[config.mk]
export PLATFORM = sky130hd
export DESIGN_NAME = cordic_rot_core
export DESIGN_NICKNAME = d
export VERILOG_FILES = /design/src/rtl/cordic_rot_core.sv
export SDC_FILE = /design/constraint.sdc
export NUM_CORES = 1
export LEC_CHECK = 0
export ABC_AREA = 1
export ABC_CLOCK_PERIOD_IN_PS = 3700
export CAP_MARGIN = 20
export CORE_ASPECT_RATIO = 0.75
export CORE_MARGIN = 1
export CORE_UTILIZATION = 45
export CTS_BUF_LIST = sky130_fd_sc_hd__clkbuf_8
export DETAILED_ROUTE_END_ITERATION = 6
export GPL_TIMING_DRIVEN = 1
export PLACE_DENSITY = 0.79
export SLEW_MARGIN = 20
export SYNTH_ARGS = -nofsm -noshare
export SYNTH_HDL_FRONTEND = slang
export SYNTH_SLANG_ARGS = --single-unit
[constraint.sdc]
create_clock -name clk -period 3.7 [get_ports clk]
set_input_delay 0.37 -clock clk [delete_from_list [all_inputs] [get_ports clk]]
set_output_delay 0.37 -clock clk [all_outputs]
set_load 0.03 [all_outputs]
[src/rtl/cordic_rot_core.sv]
// -----------------------------------------------------------------------------
// cordic_rot_core
//
// Iterative rotation-mode CORDIC engine. Takes a signed Q2.23 angle and
// produces cos/sin (Q2.23) by performing one micro-rotation per clock for
// ITER iterations. The arctangent constants come from an external,
// purely combinational LUT addressed by lut_num.
//
// Build option:
//   CORDIC_GAIN_COMP_EN  defined   -> start vector x = K (0.6072529), so the
//                                     results have unit magnitude.
//                        undefined -> start vector x = 1.0, so the results
//                                     carry the CORDIC gain (~1.6467602).
//   Only the start value changes; timing and interface are identical.
//
// Ports:
//   clk        rising-edge clock
//   rst        asynchronous, active-high reset
//   in_valid   angle request valid
//   in_ready   core can accept an angle (high only while idle)
//   in_theta   signed angle, Q2.23 (LSB = 2^-23 rad)
//   lut_num    iteration index to the atan LUT (registered)
//   lut_atan   atan(2^-lut_num) in Q2.23, combinational from lut_num
//   out_valid  result valid, held until accepted
//   out_ready  consumer accepts the result
//   out_cos    x result, Q2.23
//   out_sin    y result, Q2.23
//   out_zres   residual angle after the last iteration
//   out_err    input angle was outside the convergence range
// -----------------------------------------------------------------------------
module cordic_rot_core #(
  parameter int ITER = 23
) (
  input  logic        clk,
  input  logic        rst,
  input  logic        in_valid,
  output logic        in_ready,
  input  logic [24:0] in_theta,
  output logic [5:0]  lut_num,
  input  logic [24:0] lut_atan,
  output logic        out_valid,
  input  logic        out_ready,
  output logic [24:0] out_cos,
  output logic [24:0] out_sin,
  output logic [24:0] out_zres,
  output logic        out_err
);

  localparam int W = 25;

`ifdef CORDIC_GAIN_COMP_EN
  // K = 0.6072529 in Q2.23: pre-scaling by the inverse gain.
  localparam logic signed [W-1:0] X0 = 25'sd5094007;
`else
  // 1.0 in Q2.23: the consumer removes the CORDIC gain itself.
  localparam logic signed [W-1:0] X0 = 25'sd8388608;
`endif

  // Sum of atan(2^-i), i = 0..22, in Q2.23 (~1.7432866 rad).
  localparam logic [W-1:0] ERR_LIM = 25'd14623748;
  localparam logic [5:0]   LAST    = 6'(ITER - 1);

  typedef enum logic [1:0] {
    ST_IDLE,
    ST_ITER,
    ST_DONE
  } state_t;

  state_t                state_reg, state_next;
  logic signed [W-1:0]   x_reg, x_next;
  logic signed [W-1:0]   y_reg, y_next;
  logic signed [W-1:0]   z_reg, z_next;
  logic [5:0]            iter_reg, iter_next;
  logic                  err_reg, err_next;

  logic [W-1:0]          theta_abs;
  logic                  theta_oor;
  logic signed [W-1:0]   x_sh, y_sh;
  logic signed [W-1:0]   atan_s;
  logic                  d_pos;

  // Magnitude of the request angle. The most negative code maps to 2^24,
  // which still reads correctly as an unsigned 25-bit number.
  assign theta_abs = in_theta[W-1] ? (~in_theta + 25'd1) : in_theta;
  assign theta_oor = (theta_abs > ERR_LIM);

  assign x_sh   = x_reg >>> iter_reg;
  assign y_sh   = y_reg >>> iter_reg;
  assign atan_s = $signed(lut_atan);
  assign d_pos  = ~z_reg[W-1];        // rotate positively while z >= 0

  // State register
  always_ff @(posedge clk or posedge rst) begin
    if (rst) begin
      state_reg <= ST_IDLE;
      x_reg     <= '0;
      y_reg     <= '0;
      z_reg     <= '0;
      iter_reg  <= '0;
      err_reg   <= 1'b0;
    end else begin
      state_reg <= state_next;
      x_reg     <= x_next;
      y_reg     <= y_next;
      z_reg     <= z_next;
      iter_reg  <= iter_next;
      err_reg   <= err_next;
    end
  end

  // Next-state and datapath
  always_comb begin
    state_next = state_reg;
    x_next     = x_reg;
    y_next     = y_reg;
    z_next     = z_reg;
    iter_next  = iter_reg;
    err_next   = err_reg;

    unique case (state_reg)
      ST_IDLE: begin
        if (in_valid) begin
          x_next     = X0;
          y_next     = '0;
          z_next     = $signed(in_theta);
          iter_next  = '0;
          err_next   = theta_oor;
          state_next = ST_ITER;
        end
      end

      ST_ITER: begin
        if (d_pos) begin
          x_next = x_reg - y_sh;
          y_next = y_reg + x_sh;
          z_next = z_reg - atan_s;
        end else begin
          x_next = x_reg + y_sh;
          y_next = y_reg - x_sh;
          z_next = z_reg + atan_s;
        end
        // iter returns to 0 on exit so it can double as the LUT index,
        // which must read 0 outside the iteration phase.
        if (iter_reg == LAST) begin
          iter_next  = '0;
          state_next = ST_DONE;
        end else begin
          iter_next  = iter_reg + 6'd1;
        end
      end

      ST_DONE: begin
        if (out_ready) begin
          state_next = ST_IDLE;
        end
      end

      default: begin
        state_next = ST_IDLE;
      end
    endcase
  end

  // iter_reg is a flop and is held at 0 outside ST_ITER, so the LUT index
  // is glitch-free and needs no extra decode.
  assign lut_num   = iter_reg;
  assign in_ready  = (state_reg == ST_IDLE);
  assign out_valid = (state_reg == ST_DONE);
  assign out_cos   = x_reg;
  assign out_sin   = y_reg;
  assign out_zres  = z_reg;
  assign out_err   = err_reg;

endmodule

==> metrics.md, run 1 <==
| Metric | Value |
|---|---|
| Outcome | finished with violations |
| Failing checks | DRC, setup timing |
| Post-DRT Antenna Nets | 0 |
| GRT Overall Usage | 0.387 |
| Antenna cells | 0 |
| Wire per inst | 20.1 µm |
| Fill count | ~1.7k |
| Post-Syn Area | ~0.012 mm² |
| # IOs | between 100 and 150 |
| Maximum operating frequency | between 200 and 250 MHz |
| Crit path max fanout | 6 |
| Setup ws final | -0.869 ns |
| Syn_area_per_cell | about 5.9 µm² |
| Post-synth ARST share | 1.00 |
| Area Overhead vs Synth | 70.0% |
| Post-synth EDFFs | 0 |
| GRT overflow | 0 |
| Site Rows | 50 |
| Hold Path Class | primary input to asynchronous set/reset pin |
| Routed vias | about 18k |
| 1st-iter DRT viols | 2246 |
| Floorplan core area | approximately 0.025 mm² |
| Routed wire length | between 60 and 70 mm |
| CP peak stage delay | roughly 0.45 ns |
| Port Buffer Count | 137 |
| Post-route minimum period | between 4 and 5 ns |
| Clock sink count | between 80 and 90 |
| Vias in the first global route | around 16k |
| WP data arrival | between 4 and 5 ns |
| Synth area leader | nand2_1 |
| Post-Syn Instances | 2005 |
| # setup viols final | 41 |
| Unrepaired setup endpoints after global routing | true |
| Clock-pin transition on the worst setup and hold timing paths | about 0.11 ns |
| Area of the multi-input gates | 0.0105 mm² |
| Final core occ | 0.790 |
| Least-Margin Pin Slew | approximately 1.1 ns |
| Register area | between 0.002 and 0.0025 mm² |
| Count of cell types in the netlist | 46 |
| Post-Layout Cell Count | approximately 3k |
| Nets@finish | 2782 |
| Placed cell areas | around 0.017 mm² |
| Clk Latency, worst-skew pair | 0.43 ns |
| CP max-delay cell | dfrtp_2 |
| CP startpoint kind | flip-flop |
| Final Max Tran Viols | 0 |
| Drt first pass iters | 7 |
| FF-to-FF End | out_sin[24] |
| Drt drc | 1 |
| Share of layout cells above drive strength 1 | 0.363 |
| Syn nets | approximately 2.1k |
| Initial Util | 0.465 |
| Layout Skew | about 0.013 ns |
| Seq cells post-synth | between 80 and 90 |
| Final Instance Area | 0.0200 mm² |
| Pin count of the biggest net entering global routing | 55 |
| R2R cell count | 25 |
| Yosys warning count | 0 |
| Max-slew headroom | 0.282 |
| TritonCTS clock tree | done |
| Global-route wire length before repair | 82.0 mm |
| CTS max path bufs | 2 |
| FF-to-FF Start | lut_num[0] |
| Post-CTS Hold Buffers | 0 |
| Worst setup EP type | flip-flop |
| Die Y | between 100 and 150 µm |
| Top-area cell type share of the netlist area | 0.206 |
| Initial antenna violation count | 2 |
| Post-DP HPWL | 39.5 mm |
| Final hold vios | 0 |
| CTS root buf | clkbuf_8 |
| GP Congestion | 1.02 |
| Most frequent cells in the layout | nand2_1 (566), buf_4 (518), nand3_1 (204) |
| Seq/Total Area, Yosys | 0.179 |
| Synth area leaders | nand2_1 (21%), dfrtp_1 (18%), nand3_1 (11%), ha_1 (8.3%), a21oi_1 (5.6%) |
| Most common cell after layout, fill and taps aside | nand2_1 |
| Top_reg_cell synth | dfrtp_1 |
| Worst setup startpoint | lut_num[0] |
| TritonCTS Buffers | 9 |
| Fin crit share | 1.23 |
| H-tree lvl count | 3 |
| R2R Setup Slk | -0.87 ns |
| Die X | roughly 190 µm |
| Worst path required time | between 4 and 5 ns |
| Placed Cells | just under 3k |
| Die area | about 0.027 mm² |
| CP Class | flip-flop to flip-flop |
| Via density | between 5 and 6 |
| Max cap viols | 0 |
worst max-delay path, delay by kind of cell, from the launching register on:
kind,cells,cell delay (ns)
AOI/OAI and AO/OA,3,0.71
buffers and inverters,6,0.72
and+or+nand+nor,14,2.03
adders and majority gates,1,0.31
xor gates and xnor gates,1,0.28
DFF,1,0.45
routing by layer:
metal / vias to the layer above / track usage / routed length (µm)
met5: - / 0 / 22
met1: 8248 / 0.520 / 23100
met2: 1379 / 0.591 / 25900
met3: 326 / 0.101 / 7860
met4: 4 / 0.148 / 3160
li1: 7979 / - / -
layout make-up:
type / instances / share of cell area
multi-input cells: 1672 / 0.528
repair buffers: 705 / 0.301
flip-flops and latches: 84 / 0.106
inverters: 173 / 0.0336
well taps: 338 / 0.0212
clock buffers: 9 / 0.00620
clock inverters: 7 / 0.00407
repair inverters: 2 / 0.000752
cells in the mapped netlist, types with 27 or more instances:
master    number
nand2_1      645
xor2_1        63
nand4_1       27
xnor2_1       35
a21oi_1      132
dfrtp_1       84
inv_1        168
nand3_1      269
ha_1          78
clkbuf_1      32
nor2_1       155
o21ai_0      128
stage by stage:
| stage | setup TNS [ns] | hold slack (ns) | worst slack [ns] |
|---|---|---|---|
| floorplan | -1.40 | 0.479 | -0.223 |
| global route | -26.15 | 0.355 | -1.01 |
| detailed placement | -18.28 | 0.514 | -0.784 |
| global placement | -12.87 | 0.507 | -0.616 |
| finish | -20.77 | 0.328 | -0.869 |
| CTS | -7.59 | 0.342 | -0.433 |
logic make-up after synthesis:
group | after synthesis | synth area share
adder cells (fa/ha/maj) | 81 | 0.0882
AO/OA/AOI/OAI | 343 | 0.161
flip-flops | 84 | 0.179
XOR/XNOR | 98 | 0.0731
buffers and inverters | 249 | 0.0870
AND/OR/NAND/NOR | 1150 | 0.412
worst max path at each step:
stage	to	cells after the start
final	out_sin[24]	25
after global routing	out_cos[23]	31
after CTS	out_cos[24]	33
after detailed placement	out_cos[22]	29
after global placement	out_cos[20]	32
after floorplan	out_cos[23]	29
what timing repair did:
action / 4_1_cts / 5_1_grt
gates resized for setup: 241 / 261
setup buffers: 48 / 37
gates cloned: 4 / 2
pin swaps: 46 / 130
setup endpoints to repair: 41 / 51
Power of run 1 is left out: the tool's default activity adds up to more than one toggle a clock period on the data nets, which glitch-free logic cannot reach.
==> run 2: changes to the inputs <==
--- a/config.mk
+++ b/config.mk
@@ -10,11 +10,11 @@
 export CAP_MARGIN = 20
 export CORE_ASPECT_RATIO = 0.75
 export CORE_MARGIN = 1
-export CORE_UTILIZATION = 45
+export CORE_UTILIZATION = 40
 export CTS_BUF_LIST = sky130_fd_sc_hd__clkbuf_8
 export DETAILED_ROUTE_END_ITERATION = 6
 export GPL_TIMING_DRIVEN = 1
-export PLACE_DENSITY = 0.79
+export PLACE_DENSITY = 0.73
 export SLEW_MARGIN = 20
 export SYNTH_ARGS = -nofsm -noshare
 export SYNTH_HDL_FRONTEND = slang
==> metrics.md, run 2 (synthesized netlist as in run 1, its figures left out) <==
| Metric | Value |
|---|---|
| Final Max Tran Viols | 0 (unchanged) |
| Global-route wire length before repair | 82.5 mm (was 82.0 mm) |
| R2R Setup Slk | -0.71 ns (was -0.87 ns) |
| FF-to-FF End | out_sin[23] (was out_sin[24]) |
| Port Buffer Count | 137 (unchanged) |
| Post-DRT Antenna Nets | 0 (unchanged) |
| Post-CTS Hold Buffers | 0 (unchanged) |
| Clock-pin transition on the worst setup and hold timing paths | 0.12 ns (was 0.11 ns) |
| R2R cell count | 30 (was 25) |
| Die area | 0.0301 mm² (was 0.0268 mm²) |
| Routed vias | 17.0k (was 17.9k) |
| Final hold vios | 0 (unchanged) |
| Layout Skew | 0.0174 ns (was 0.0128 ns) |
| Clk Latency, worst-skew pair | 0.43 ns (about the same) |
| Failing checks | DRC, setup timing (unchanged) |
| Initial antenna violation count | 0 (was 2) |
| # IOs | 138 (unchanged) |
| Least-Margin Pin Slew | 0.967 ns (was 1.07 ns) |
| Share of layout cells above drive strength 1 | 0.353 (was 0.363) |
| Most frequent cells in the layout | nand2_1 (574), buf_4 (524), nand3_1 (204) (was nand2_1 (566), buf_4 (518), nand3_1 (204)) |
| Wire per inst | 18.2 µm (was 20.1 µm) |
| Routed wire length | 55.2 mm (was 60.0 mm) |
| Outcome | finished with violations (unchanged) |
| # setup viols final | 40 (was 41) |
| Drt drc | 2 (was 1) |
| Worst setup EP type | flip-flop (unchanged) |
| TritonCTS Buffers | 9 (unchanged) |
| Initial Util | 0.413 (was 0.465) |
| Drt first pass iters | 7 (unchanged) |
| Worst path required time | 4.02 ns (was 4.06 ns) |
| Vias in the first global route | 16.0k (about the same) |
| Nets@finish | 2774 (was 2782) |
| Site Rows | 53 (was 50) |
| CP startpoint kind | flip-flop (unchanged) |
| Crit path max fanout | 4 (was 6) |
| Fin crit share | 1.19 (was 1.23) |
| GRT overflow | 0 (unchanged) |
| Post-DP HPWL | 39.7 mm (was 39.5 mm) |
| Clock sink count | 84 (unchanged) |
| Via density | 5.63 (was 6.00) |
| Die X | 200 µm (was 189 µm) |
| Worst setup startpoint | lut_num[0] (unchanged) |
| Die Y | 150 µm (was 142 µm) |
| Unrepaired setup endpoints after global routing | true (unchanged) |
| CTS root buf | clkbuf_8 (unchanged) |
| FF-to-FF Start | lut_num[0] (unchanged) |
| Most common cell after layout, fill and taps aside | nand2_1 (unchanged) |
| Area Overhead vs Synth | 68.6% (was 70.0%) |
| GRT Overall Usage | 0.352 (was 0.387) |
| Fill count | 2205 (was 1693) |
| Hold Path Class | primary input to asynchronous set/reset pin (unchanged) |
| CP max-delay cell | dfrtp_2 (unchanged) |
| H-tree lvl count | 3 (unchanged) |
| Pin count of the biggest net entering global routing | 61 (was 55) |
| Maximum operating frequency | 227 MHz (was 219 MHz) |
| TritonCTS clock tree | done (unchanged) |
| Hold Worst Slack | 0.341 ns (was 0.328 ns) |
| 1st-iter DRT viols | 2161 (was 2246) |
| CP Class | flip-flop to flip-flop (unchanged) |
| WP data arrival | 4.73 ns (was 4.93 ns) |
| GP Congestion | 1.04 (was 1.02) |
| Max-slew headroom | 0.351 (was 0.282) |
| Setup ws final | -0.707 ns (was -0.869 ns) |
| Antenna cells | 0 (unchanged) |
| Max cap viols | 0 (unchanged) |
| CP peak stage delay | 0.44 ns (was 0.45 ns) |
| Floorplan core area | 0.0284 mm² (was 0.0253 mm²) |
| Worst path most repeated cell | nand3_2 |
| CTS max path bufs | 2 (unchanged) |
| Post-route minimum period | 4.41 ns (was 4.57 ns) |
run 2: cell types whose count changed in the layout (fill, tap and decap cells not counted), moves of 6 or more:
cell,before,now
nand2_1,566,574
buf_4,518,524
nand2_4,15,7
nor2_2,31,22
buf_6,32,21
inv_1,148,154
nor2_1,109,118
run 2: final cells by class:
cell class / instances / area [µm²] / area share
Clock buffer: 9 / 124 / 0.00625
Sequential cell: 84 / 2110 / 0.106
Multi-Input combinational cell: 1672 / 10400 / 0.527
Inverter: 173 / 663 / 0.0335
Tap cell: 385 / 482 / 0.0243
Clock inverter: 7 / 115 / 0.00581
Timing Repair Buffer: 699 / 5880 / 0.297
run 2: what timing repair did:
item | CTS | global route
buffers inserted | 49 | 21
resized for setup | 286 | 161
gates cloned | 0 | 3
endpoints found under the setup margin | 40 | 50
pin swaps | 105 | 107
run 2: layer usage:
metal  vias to the layer above  share of wire  track usage
met2                       927           0.44        0.541
li1                       7960              -            -
met3                       156           0.10       0.0683
met1                      8000           0.43        0.498
met4                         0          0.032       0.0992
met5                         -              0            0
run 2: worst max-delay path by stage:
stage	end	slack, ns	depth (start not counted)
3_3_place_gp	out_zres[24]	-0.56	22
3_5_place_dp	out_zres[24]	-0.72	22
5_1_grt	out_sin[23]	-0.91	28
2_1_floorplan	out_cos[23]	-0.22	29
6_report	out_sin[23]	-0.71	30
4_1_cts	out_cos[24]	-0.47	29
run 2: worst max-delay path, delay by kind of cell, from the launching register on:
family | cells | cell delay (ns)
buffers and inverters | 7 | 0.83
AND/OR/NAND/NOR | 17 | 1.95
flip-flops | 1 | 0.44
AO/OA/AOI/OAI | 4 | 0.57
XOR/XNOR | 1 | 0.19
adder cells (fa/ha/maj) | 1 | 0.32
run 2: metrics by stage:
step | setup TNS (ns) | utilization | setup WS [ns] | cells | instance area (µm²)
3_5_place_dp | -17.16 | 0.603 | -0.721 | 2940 | 17200
4_1_cts | -8.80 | 0.663 | -0.468 | 3005 | 18900
2_1_floorplan | -1.40 | - | -0.223 | 2005 | 11900
6_report | -16.41 | 0.696 | -0.707 | 3029 | 19800
5_1_grt | -23.64 | 0.696 | -0.906 | 3029 | 19800
3_3_place_gp | -13.48 | 0.603 | -0.560 | 2940 | 17200
Power of run 2 is left out for the same reason.
